$ cat config.mk
export PLATFORM = sky130hd
export DESIGN_NAME = scene_sequencer
export DESIGN_NICKNAME = d
export VERILOG_FILES = /design/src/rtl/scene_sequencer.sv
export SDC_FILE = /design/constraint.sdc
export NUM_CORES = 1
export LEC_CHECK = 0
export BUFFER_PORTS_ARGS = -buffer_cell sky130_fd_sc_hd__buf_4
export CAP_MARGIN = 20
export CORE_MARGIN = 2
export CORE_UTILIZATION = 58
export CTS_CLUSTER_DIAMETER = 40
export DETAILED_ROUTE_END_ITERATION = 6
export GPL_TIMING_DRIVEN = 0
export PLACE_DENSITY = 0.8
export SYNTH_ARGS = -nofsm -noshare
export SYNTH_HDL_FRONTEND = slang
export SYNTH_SLANG_ARGS = --single-unit
export TNS_END_PERCENT = 5
$ cat constraint.sdc
create_clock -name clk -period 3 [get_ports clk]
set_clock_uncertainty 0.2 [all_clocks]
set_input_delay 0.6 -clock clk [delete_from_list [all_inputs] [get_ports clk]]
set_output_delay 0.6 -clock clk [all_outputs]
set_load 0.05 [all_outputs]
$ cat src/rtl/scene_sequencer.sv
// Frame-rate scene controller: sequences background modes with black gaps,
// honours pause/skip, and drives the scroll counter and bouncing sprite origin.
module scene_sequencer #(
   parameter int SCENE_FRAMES = 120,
   parameter int GAP_FRAMES   = 8,
   parameter int NUM_SCENES   = 11,
   parameter int H_LIMIT      = 640,
   parameter int V_LIMIT      = 480,
   parameter int SPRITE_W     = 32,
   parameter int SPRITE_H     = 32
) (
   input  logic       clk,
   input  logic       rst_n,
   input  logic       vsync,
   input  logic       pause,
   input  logic       skip,
   output logic [7:0] background_state,
   output logic [5:0] solid_color,
   output logic       blank,
   output logic [9:0] moving_counter,
   output logic [9:0] sprite_x,
   output logic [9:0] sprite_y,
   output logic       frame_tick,
   output logic       scene_change
);

   localparam logic [0:0]  ST_SHOW    = 1'b0;
   localparam logic [0:0]  ST_GAP     = 1'b1;
   localparam logic [15:0] SHOW_LAST  = 16'(SCENE_FRAMES - 1);
   localparam logic [15:0] GAP_LAST   = 16'(GAP_FRAMES - 1);
   localparam logic [7:0]  LAST_SCENE = 8'(NUM_SCENES - 1);
   localparam logic [10:0] X_MAX      = 11'(H_LIMIT - SPRITE_W);
   localparam logic [10:0] Y_MAX      = 11'(V_LIMIT - SPRITE_H);

   logic        vsync_d_q;
   logic        tick_q;
   logic [0:0]  state_q,  state_d;
   logic [15:0] dwell_q,  dwell_d;
   logic        skip_q,   skip_d;
   logic [7:0]  scene_q,  scene_d;
   logic [5:0]  color_q,  color_d;
   logic [9:0]  moving_q, moving_d;
   logic [9:0]  x_q,      x_d;
   logic [9:0]  y_q,      y_d;
   logic        dir_x_q,  dir_x_d;
   logic        dir_y_q,  dir_y_d;
   logic        change_q, change_d;
   logic [10:0] bounce_x;
   logic [10:0] bounce_y;
   logic        skip_now;
   logic        move_en;

   // Returns {dir_neg_next, pos_next}; the limit value is emitted once and the
   // direction flips on that same step, so the turn-around reads 607, 608, 607.
   function automatic logic [10:0] bounce(input logic [9:0] pos,
                                          input logic dir_neg,
                                          input logic [10:0] lim);
      logic [10:0] up;
      logic [10:0] res;
      up = {1'b0, pos} + 11'd1;
      if (!dir_neg) begin
         if (up >= lim) res = {1'b1, lim[9:0]};
         else           res = {1'b0, up[9:0]};
      end else begin
         if (pos <= 10'd1) res = {1'b0, 10'd0};
         else              res = {1'b1, pos - 10'd1};
      end
      return res;
   endfunction

   assign bounce_x = bounce(x_q, dir_x_q, X_MAX);
   assign bounce_y = bounce(y_q, dir_y_q, Y_MAX);
   assign skip_now = skip_q | skip;
   assign move_en  = tick_q & ~pause & (state_q == ST_SHOW);

   always_comb begin
      state_d  = state_q;
      dwell_d  = dwell_q;
      skip_d   = skip_now;
      scene_d  = scene_q;
      color_d  = color_q;
      moving_d = moving_q;
      x_d      = x_q;
      y_d      = y_q;
      dir_x_d  = dir_x_q;
      dir_y_d  = dir_y_q;
      change_d = 1'b0;

      if (move_en) begin
         moving_d = moving_q + 10'd1;
         x_d      = bounce_x[9:0];
         dir_x_d  = bounce_x[10];
         y_d      = bounce_y[9:0];
         dir_y_d  = bounce_y[10];
      end

      // Any pending skip forces a transition on this tick, so the latch always empties here.
      if (tick_q) begin
         skip_d = 1'b0;
         case (state_q)
            ST_SHOW: begin
               if (skip_now || (!pause && dwell_q == SHOW_LAST)) begin
                  state_d = ST_GAP;
                  dwell_d = 16'd0;
               end else if (!pause) begin
                  dwell_d = dwell_q + 16'd1;
               end
            end
            default: begin
               if (skip_now || dwell_q == GAP_LAST) begin
                  state_d  = ST_SHOW;
                  dwell_d  = 16'd0;
                  change_d = 1'b1;
                  if (scene_q == LAST_SCENE) begin
                     scene_d = 8'd0;
                     color_d = {color_q[3:0], color_q[5:4]};
                  end else begin
                     scene_d = scene_q + 8'd1;
                  end
               end else begin
                  dwell_d = dwell_q + 16'd1;
               end
            end
         endcase
      end
   end

   always_ff @(posedge clk) begin
      if (!rst_n) begin
         vsync_d_q <= 1'b0;
         tick_q    <= 1'b0;
         state_q   <= ST_SHOW;
         dwell_q   <= 16'd0;
         skip_q    <= 1'b0;
         scene_q   <= 8'd0;
         color_q   <= 6'b110000;
         moving_q  <= 10'd0;
         x_q       <= 10'd0;
         y_q       <= 10'd0;
         dir_x_q   <= 1'b0;
         dir_y_q   <= 1'b0;
         change_q  <= 1'b0;
      end else begin
         vsync_d_q <= vsync;
         tick_q    <= vsync & ~vsync_d_q;
         state_q   <= state_d;
         dwell_q   <= dwell_d;
         skip_q    <= skip_d;
         scene_q   <= scene_d;
         color_q   <= color_d;
         moving_q  <= moving_d;
         x_q       <= x_d;
         y_q       <= y_d;
         dir_x_q   <= dir_x_d;
         dir_y_q   <= dir_y_d;
         change_q  <= change_d;
      end
   end

   assign background_state = scene_q;
   assign solid_color      = color_q;
   assign blank            = (state_q == ST_GAP);
   assign moving_counter   = moving_q;
   assign sprite_x         = x_q;
   assign sprite_y         = y_q;
   assign frame_tick       = tick_q;
   assign scene_change     = change_q;

endmodule
After elaboration in Yosys (flattened, before gate mapping)
Cells that the tools add are included.

Add/subtract/negate cells: 7. $lt $le $gt $ge: 4. Equality and inequality tests: 4. Mux-type cells: 15. Bitwise operators: 8. Reductions and logical operators: 9.

Operator list (count): $mux 11 (6); $mux 16 (4); $add 10x1->11 const B (2); $le 10x1->1 const B (2); $sub 10x1->10 const B (2); $add 16x1->16 const B (1); $eq 16x3->1 const B (1); $eq 16x7->1 const B (1); $ge 11x10->1 const B (1); $ge 11x9->1 const B (1); $add 10x1->10 const B (1); $add 8x1->8 const B (1); $eq 8x4->1 const B (1); $mux 8 (1); $reduce_and 3->1 (2); $mux 1 (4); $not 1->1 (4); $reduce_and 4->1 (1); $and 1x1->1 (3); $ne 3x1->1 const B (1); $logic_or 1x1->1 (2); $reduce_and 2->1 (1); $reduce_or 2->1 (1); $logic_and 1x1->1 (1); 2 further kinds (2).

Register bits: 67. Output and inout port bits: 47. Word-level logic and storage cells: 60.

Depth between registers and ports, before layout
Gate-level depths: netlist of the first run.

Word-level depth: 5. Depth in mapped cells: 9. Depth with buffers taken out: 8.

Least setup slack after synthesis of the first run
OpenSTA, ideal clock, no wires.

Path kind: register -> register. From: register y_q[0], in the netlist sprite_y[0]. To: register y_q[8], in the netlist sprite_y[8]. Library setup time: 0.060 ns. Arrival time: 2.328 ns. Path slack: 0.411 ns. Stages on the path, launching flop included: 8. Period minus slack after synthesis: 2.589 ns. Cells stage by stage: dfxtp_1 > inv_1 > ha_1 > o21ai_0 > o21ai_4 > or4_1 > o21ai_0 > a32o_1.

Longest elaborated chain between the ends: 4. Elaborated cells on any way between the ends: 7. Classes of those cells: add/sub: 2; order compare: 2; mux: 3.

RTL lines: from (decl) (RTL line 44) `logic [9:0] y_q, y_d;`; from (signal assigned) (RTL line 153) `y_q <= y_d;`; $add 10x1->11 (RTL line 60) `up = {1'b0, pos} + 11'd1;`; $ge 11x9->1 (RTL line 62) `if (up >= lim) res = {1'b1, lim[9:0]};`; $mux 11 (RTL line 62); $mux 11 * (RTL line 61) `if (!dir_neg) begin`.

Every way passes the cells marked *; elsewhere a longest branch is shown, timed or not. A chain may end at the register's enable or synchronous reset.

Worst setup path in the final report of the first run
From: register tick_q, in the netlist frame_tick. To: register y_q[0], in the netlist sprite_y[0].

Longest elaborated chain between the ends: 2.

RTL lines: from (decl) (RTL line 36) `logic tick_q;`; from (signal assigned) (RTL line 145) `tick_q <= vsync & ~vsync_d_q;`; $and 1x1->1 (2 in a row) (RTL line 74) `assign move_en = tick_q & ~pause & (state_q == ST_SHOW);`.

Every way passes these cells.

==> impl_metrics.yaml, run 1 <==
floorplanning:
  rows: 29
  core_mm2: 0.00642
  die_w_um: 86.0
  die_h_um: 86.0
  num_io_pins: 52
  dieArea_mm2: 0.00740
  start_util: 0.608
sta:
  worst_slack_ns: 0.309
  fin_crit_sh: 0.897
  period_needed_ns: 2.69
  max-slew-margin-rel: 0.579
  rsz0062_at_grt: "no"
  tightest_slew_ns: 0.632
  timing.setup.tns_ns: 0
  clock.fmax_ghz: 0.372
  report.final.slew_viol_count: 0
  hold_viol: 0
  setup_viol: 0
worst_setup_path:
  path_max_fanout: 10
  crit_slowest_cell: "buf_1"
  crit_type: "register to register"
  crit_path_start_kind: "register"
  end_kind: "register"
  startpoint: "frame_tick"
  cp_top_family: "buffers and inverters"
  crit_buf_inv: 4
  cpPeakStageDelay_ns: 0.50
  critPathArrivalTime_ns: 2.76
  r2r-start: "frame_tick"
  cp.required_ns: 3.07
  cp_cell_sequence: "clkbuf_1 > inv_1 > nor3_2 > buf_2 > buf_1 > o211ai_1 > a21oi_1"
layout:
  area_delta_synth_final_pct: 17.5
  insertedDiodeCount: 0
  fill_cells: 531
  final_nets: 563
  drive_gt1_frac: 0.166
placement:
  io_buffers: 51
  place_congestion: 0.921
  pre_cts_ws_ns: 0.192
  hpwl_um: 6960
worst_hold_path:
  hp-start: "vsync_d_q"
  min_path_type: "register to register"
clock_tree:
  cts_hold_buf: 0
  clkSinkCount: 67
  cts_setup_buffers: 0
  clockBufferDepth: 2
  insertion_delay_ns: 0.34
  cts_max_level: 3
  clockRootBuffer: "clkbuf_8"
  cts_tree: "yes"
  cts_made_buffers: 9
  clk_pin_slew_ns: 0.08
yosys:
  synth.net_count: 501
  synth_top_family_by_area: "simple AND/OR/NAND/NOR gates"
  synthMuxAreaShare: 0.0260
  ys.warnings.count: 0
  synth_ff_type: "dfxtp_1"
  synth_fa_ha_area_frac: 0.0321
  synthArstFlopShare: 0
  yosysSeqAreaShare: 0.344
  synth_edf_count: 0
  avgSynthCellArea_um2: 8.03
  syn-instance-count: 486
  ys_seq_elements: 67
  synth_compound_area_frac: 0.191
  synth.distinct_cells: 68
  synthXorXnorAreaFrac: 0.0875
  synthesis.area_mm2: 0.00390
  yosys.area_share.simple: 0.272
drt:
  dr.first_iter.drc_count: 233
  post_drt_wl_per_cell_um: 15.7
  drc: 0
  first_pass_iters: 5
  routed_wl_um: 9910
  drtAntennaViolNets: 0
  via_count: 3838
  routed_via_density: 6.09
grt:
  first_global_vias: 3519
  grt_first_pass_wirelength_um: 16600
  antenna_found_initial: 0
  grt_util_all_layers: 0.278
  grt_start_max_net_pins: 13
  grt.overflow.total: 0
power:
  vdd_drop_max_v: 0.000324
  finalPower_mw: 1.86
  powerDensity_mw_per_mm2: 407
  total_leakage_power_nw: 1.77
run_status:
  status: "complete, no violations"
flow_run:
  cap_violations: 0
-- sequential cells by signal (all words and copies together), names as in the netlist --
signal / flops
background_state: 8
blank: 1
dir_x_q: 1
dir_y_q: 1
dwell_q: 16
frame_tick: 1
moving_counter: 10
scene_change: 1
skip_q: 1
solid_color: 6
sprite_x: 10
sprite_y: 10
vsync_d_q: 1
-- metrics by stage --
step,cell area [um^2],instances,hold slack [ns],utilization
after detailed placement,4380,614,0.175,0.682
after CTS,4580,630,0.181,0.712
after global routing,4580,630,0.192,0.714
after global placement,4380,614,0.172,0.682
final,4580,630,0.182,0.714
after floorplan,3900,486,0.167,-
-- layout by cell type (no fill, tap or decap), types with 3 or more instances in the layout --
| cell type | instances |
|---|---|
| and2_1 | 6 |
| or3_1 | 8 |
| a211oi_1 | 4 |
| nand2b_1 | 3 |
| nand4_1 | 15 |
| xor2_1 | 24 |
| nor4_1 | 7 |
| o2111ai_1 | 3 |
| ha_1 | 10 |
| nand3_1 | 22 |
| nor3_1 | 15 |
| a21o_1 | 3 |
| buf_2 | 6 |
| a21oi_1 | 22 |
| a31oi_1 | 6 |
| xnor2_1 | 15 |
| nand2_1 | 39 |
| buf_1 | 3 |
| o31ai_1 | 4 |
| inv_1 | 12 |
| clkbuf_1 | 21 |
| and3_1 | 16 |
| a221oi_1 | 3 |
| clkbuf_8 | 9 |
| buf_4 | 52 |
| clkinvlp_4 | 3 |
| o211ai_1 | 6 |
| o21ai_0 | 22 |
| dfxtp_1 | 67 |
| mux2i_1 | 9 |
| or2_2 | 3 |
| nor2_1 | 64 |
-- routing by layer --
layer,global-route usage,wire [um],vias to the layer above
met5,0,0,-
met4,0.0606,99,0
met3,0.0683,805,13
met2,0.459,4680,143
met1,0.368,4330,1801
li1,-,-,1881
-- path summary, 6_finish.rpt --
check                      to  slack (ns)  depth (start not counted)
setup / recovery  sprite_y[0]        0.31                          7
hold / removal     frame_tick        0.18                          1
setup reg to reg  sprite_y[0]        0.31                          7
hold reg to reg    frame_tick        0.18                          1
-- report_power, final --
group,switching [mW],internal (mW)
clock,0.373,0.384
combinational,0.132,0.0618
sequential,0.0134,0.900
-- logic make-up after synthesis --
logic type	count (synthesis)
compound gates	103
xor+xnor	39
fa+ha+maj	10
buf+inv	44
flops	67
mux	10
simple gates	213
-- timing repair --
item / in CTS / in global routing
endpoints found under the hold margin: 0 / 0
gates resized for setup: 0 / 2
setup endpoints to repair: 0 / 12
-- final cells by class --
type | count | area (um^2) | area share
plain buffers | 32 | 140 | 0.0306
clock buffers | 10 | 128 | 0.0278
clock inverters | 6 | 66.3 | 0.0145
inverters | 12 | 45.0 | 0.00983
multi-input cells | 375 | 2380 | 0.520
flip-flops and latches | 67 | 1340 | 0.293
well taps | 77 | 96.3 | 0.0210
repair buffers | 51 | 383 | 0.0835
-- cells in the mapped netlist, types with 2 or more instances --
library cell  instances  area share
a211oi_1              4      0.0077
a21o_1                3      0.0058
a21oi_1              22       0.028
a221oi_1              3      0.0067
a31o_2                2      0.0045
a31oi_1               6      0.0096
a32o_1                2      0.0051
a41o_1                2      0.0051
and2_1                6      0.0096
and3_1               16       0.026
and4_1                2      0.0045
buf_1                 3      0.0029
buf_2                 6      0.0077
clkbuf_1             20       0.019
dfxtp_1              67        0.34
ha_1                 10       0.032
inv_1                12       0.012
mux2i_1               9       0.023
nand2_1              39       0.038
nand2b_1              3      0.0048
nand3_1              22       0.028
nand4_1              15       0.024
nor2_1               64       0.062
nor3_1               16       0.021
nor4_1                7       0.011
o2111ai_1             3      0.0067
o211ai_1              6       0.012
o21ai_0              22       0.028
o21ai_1               2      0.0026
o221ai_1              2      0.0045
o22ai_1               2      0.0032
o31ai_1               4      0.0077
o32ai_1               2      0.0045
o41ai_4               2       0.014
or2_2                 3      0.0048
or3_1                 8       0.013
xnor2_1              15       0.034
xor2_1               24       0.054
(Power assumes the default switching activity.)
==> inputs of run 2 (changes only) <==
Settings changed: CORE_UTILIZATION 58 to 60, CTS_BUF_LIST set to sky130_fd_sc_hd__clkbuf_2, PLACE_DENSITY 0.8 to 0.83.
==> run 2 against run 1 <==
Sequential share of layout area rose by 0.23 points. Largest power group unchanged. Cell count fell by 0.16%. Register-to-register slack barely moved. Hold slack got worse by 0.072 ns. Highest routed layer unchanged. Combinational power barely moved. Critical path type unchanged. Wire length fell by 4.2%.
==> impl_metrics.yaml, run 2 (same netlist as run 1, synthesis figures left out) <==
floorplanning:
  core_mm2: 0.00631
  die_w_um: 84.7
  num_io_pins: 52
  rows: 29
  dieArea_mm2: 0.00717
  start_util: 0.618
  die_h_um: 84.7
worst_setup_path:
  cp.required_ns: 3.21
  crit_path_start_kind: "register"
  path_max_fanout: 9
  end_kind: "register"
  critPathArrivalTime_ns: 2.90
  r2r_cells: 7
  crit_type: "register to register"
layout:
  seq_area_mm2: 0.00134
  layout.cells.most_common: "dfxtp_1"
  multi_input_area_mm2: 0.00238
  drive_gt1_frac: 0.167
  insertedDiodeCount: 0
  final_nets: 563
  top_register: "dwell_q"
  post_layout_nonfiller_instances: 629
  most-common-layout-cells: "dfxtp_1 (67), nor2_1 (64), buf_4 (52)"
  fill_cells: 523
  largest_reg_flops: 16
  area_delta_synth_final_pct: 16.6
  design_area_mm2: 0.00455
clock_tree:
  clockRootBuffer: "clkbuf_2"
  cts_tree: "yes"
  clkSinkCount: 67
  clockBufferDepth: 2
  clk_pin_slew_ns: 0.20
  cts_hold_buf: 0
  cts_max_level: 3
  insertion_delay_ns: 0.53
  cts_made_buffers: 9
power:
  p_clk_frac: 0.390
  seqPwrFrac: 0.504
  switchingPower_mw: 0.496
  total_leakage_power_nw: 1.77
  powerDensity_mw_per_mm2: 400
  intPower_mw: 1.32
  combPwrFrac: 0.106
  finalPower_mw: 1.82
  vdd_drop_max_v: 0.000334
  power_switching_share: 0.273
drt:
  via_count: 3834
  routed_via_density: 6.10
  dr.first_iter.drc_count: 316
  drtAntennaViolNets: 0
  drc: 0
  post_drt_wl_per_cell_um: 15.1
  first_pass_iters: 5
  routed_wl_um: 9490
sta:
  clock.fmax_ghz: 0.371
  timing.setup.tns_ns: 0
  tightest_slew_ns: 0.618
  report.final.slew_viol_count: 0
  hold_viol: 0
  period_needed_ns: 2.70
  setup_viol: 0
  rsz0062_at_grt: "no"
  max-slew-margin-rel: 0.588
  fin_hold_ws_ns: 0.110
  fin_crit_sh: 0.899
grt:
  antenna_found_initial: 0
  grt_first_pass_wirelength_um: 15800
  grt_util_all_layers: 0.270
  grt_start_max_net_pins: 13
  first_global_vias: 3428
  grt.overflow.total: 0
placement:
  place_inst: 614
  placed_area_mm2: 0.00438
  io_buffers: 51
  place_congestion: 0.954
  hpwl_um: 6760
flow_run:
  cap_violations: 0
worst_hold_path:
  min_path_type: "input pin to register"
  holdPathStages: 2
run_status:
  status: "complete, no violations"
==> run 2: power by group through the flow <==
stage / Sequential [mW] / Combinational [mW] / Clock, mW
after CTS: 0.916 / 0.189 / 0.715
final: 0.916 / 0.193 / 0.709
after global routing: 0.919 / 0.208 / 0.752
after detailed placement: 0.933 / 0.189 / 0
after floorplan: 0.960 / 0.109 / 0
after global placement: 0.933 / 0.185 / 0
==> run 2: cell type report <==
class,count,area share
multi-input cells,375,0.524
flip-flops and latches,67,0.295
repair buffers,51,0.0842
plain buffers,32,0.0308
clock inverters,6,0.0250
well taps,77,0.0212
clock buffers,9,0.00990
inverters,12,0.00990
==> run 2: metrics by stage <==
stage / worst slack, ns / utilization
after floorplan: 0.411 / -
after global placement: 0.239 / 0.694
after detailed placement: 0.213 / 0.694
after CTS: 0.191 / 0.719
after global routing: 0.114 / 0.721
final: 0.303 / 0.721
==> run 2: per-layer routing <==
layer | part of all wire | up-vias | GRT usage
met4 | 0.025 | 0 | 0.137
met2 | 0.45 | 174 | 0.405
met5 | 0 | - | 0
li1 | - | 1887 | -
met3 | 0.077 | 30 | 0.0433
met1 | 0.45 | 1743 | 0.375
==> run 2: final timing paths <==
check / startpoint / to / slack, ns
worst max register to register: sprite_x[1] / sprite_x[5] / 0.30
worst max-delay path: sprite_x[1] / sprite_x[5] / 0.30
worst min register to register: vsync_d_q / frame_tick / 0.19
worst min-delay path: vsync / vsync_d_q / 0.11
==> run 2: timing repair <==
item                       CTS  global route
buffers inserted             0             0
hold endpoints to repair     0             0
setup endpoints to repair    0            13
resized for setup            0             2
==> run 2: worst max-delay path: stages, from the launching register on <==
cell and delay [ns]:
dfxtp_1 0.56, ha_1 0.40, nand4_1 0.35, xnor2_1 0.23, o31ai_1 0.21, a21o_1 0.35
a211o_1 0.21, o21ai_0 0.08
==> inputs of run 3 (changes only) <==
Settings changed: CTS_BUF_LIST sky130_fd_sc_hd__clkbuf_2 to sky130_fd_sc_hd__clkbuf_2 sky130_fd_sc_hd__clkbuf_4 sky130_fd_sc_hd__clkbuf_8.
==> run 3 against run 2 <==
Core utilization up 1.2 points. Combinational power about the same. Critical path depth unchanged. Sequential power hardly changed. Register-to-register slack better by 0.03 ns. Critical path type unchanged. Critical endpoint unchanged. Largest power group is now clock. Highest routed layer unchanged.
==> impl_metrics.yaml, run 3 (same netlist as run 1, synthesis figures left out) <==
placement:
  io_buffers: 51
  place_congestion: 0.954
  hpwl_um: 6760
  pre_cts_ws_ns: 0.213
  place_inst: 614
layout:
  layout.cells.most_common: "dfxtp_1"
  most-common-layout-cells: "dfxtp_1 (67), nor2_1 (64), buf_4 (52)"
  drive_gt1_frac: 0.167
  top_register: "dwell_q"
  insertedDiodeCount: 0
  largest_reg_flops: 16
  postLayoutCoreUtil: 0.733
  post_layout_nonfiller_instances: 629
  area_delta_synth_final_pct: 18.6
  final_nets: 563
clock_tree:
  cts_max_level: 3
  insertion_delay_ns: 0.35
  clockBufferDepth: 2
  cts_tree: "yes"
  clockRootBuffer: "clkbuf_8"
  clk_pin_slew_ns: 0.08
  cts_made_buffers: 9
  cts_setup_buffers: 0
  clkSinkCount: 67
sta:
  max-slew-margin-rel: 0.584
  setup_viol: 0
  period_needed_ns: 2.67
  tightest_slew_ns: 0.624
  hold_viol: 0
  fin_crit_sh: 0.890
  worst_slack_ns: 0.331
  clock.fmax_ghz: 0.375
  report.final.slew_viol_count: 0
  rsz0062_at_grt: "no"
  fin_hold_ws_ns: 0.188
  timing.setup.tns_ns: 0
power:
  vdd_drop_max_v: 0.000337
  total_leakage_power_nw: 1.80
  powerDensity_mw_per_mm2: 437
floorplanning:
  die_w_um: 84.7
  start_util: 0.618
  rows: 29
  dieArea_mm2: 0.00717
  num_io_pins: 52
  die_h_um: 84.7
  core_mm2: 0.00631
worst_setup_path:
  end_kind: "register"
  cp.required_ns: 3.01
  crit_type: "register to register"
  crit_path_start_kind: "register"
  crit_slowest_cell: "dfxtp_1"
  critPathArrivalTime_ns: 2.68
  cpPeakStageDelay_ns: 0.52
  cp_cell_sequence: "ha_1 > nand4_1 > xnor2_1 > o31ai_1 > a21o_1 > a211o_1 > o21ai_0"
  path_max_fanout: 10
grt:
  first_global_vias: 3420
  grt_first_pass_wirelength_um: 16000
  antenna_found_initial: 0
  grt.overflow.total: 0
  grt_util_all_layers: 0.273
  grt_start_max_net_pins: 13
drt:
  post_drt_wl_per_cell_um: 15.4
  drc: 0
  routed_wl_um: 9690
  via_count: 3843
  first_pass_iters: 5
  routed_via_density: 6.11
  drtAntennaViolNets: 0
  dr.first_iter.drc_count: 318
run_status:
  status: "complete, no violations"
flow_run:
  cap_violations: 0
worst_hold_path:
  min_path_type: "register to register"
run 3: changes by cell type in the layout (fill, tap and decap cells not counted):
cell / before / now
clkbuf_2: 10 / 1
clkbuf_8: 0 / 9
run 3: worst max-delay path, delay by kind of cell, from the launching register on:
| family | cells | cell delay [ns] |
|---|---|---|
| adders and majority gates | 1 | 0.39 |
| and+or+nand+nor | 1 | 0.34 |
| AOI/OAI and AO/OA | 4 | 0.86 |
| xor gates and xnor gates | 1 | 0.23 |
| DFF | 1 | 0.52 |
run 3: layout make-up:
cell class / instances / area [um^2]
Clock inverter: 6 / 114
Clock buffer: 9 / 124
Multi-Input combinational cell: 375 / 2380
Timing Repair Buffer: 51 / 383
Tap cell: 77 / 96.3
Sequential cell: 67 / 1340
Buffer: 32 / 140
Inverter: 12 / 45.0
Fill cell: 514 / 1690
run 3: worst paths after layout:
path                            depth (start not counted)  slack (ns)     endpoint   startpoint
worst min-delay path                                    1        0.19   frame_tick    vsync_d_q
worst max-delay path                                    7        0.33  sprite_x[5]  sprite_x[0]
worst min register to register                          1        0.19   frame_tick    vsync_d_q
worst max register to register                          7        0.33  sprite_x[5]  sprite_x[0]
run 3: repair_timing:
action | CTS | global route
gates resized for setup | 0 | 2
hold buffers | 0 | 0
setup endpoints to repair | 0 | 11
run 3: power breakdown:
part	internal, mW	leakage [nW]	switching, mW
logic	0.0619	1.14	0.132
clock network	0.550	0.112	0.364
registers	0.900	0.541	0.0129
total	1.51	1.80	0.509
run 3: metrics by stage:
stage               total power [mW]  area (um^2)
global route                    2.09         4630
global placement                1.12         4380
CTS                             2.03         4620
detailed placement              1.12         4380
finish                          2.02         4630
floorplan                       1.07         3900
run 3: per-layer routing:
metal | track usage | up-vias | wire length [um]
met5 | 0 | - | 0
met4 | 0.126 | 0 | 214
met3 | 0.0462 | 25 | 650
met2 | 0.417 | 174 | 4400
met1 | 0.379 | 1754 | 4420
li1 | - | 1890 | -
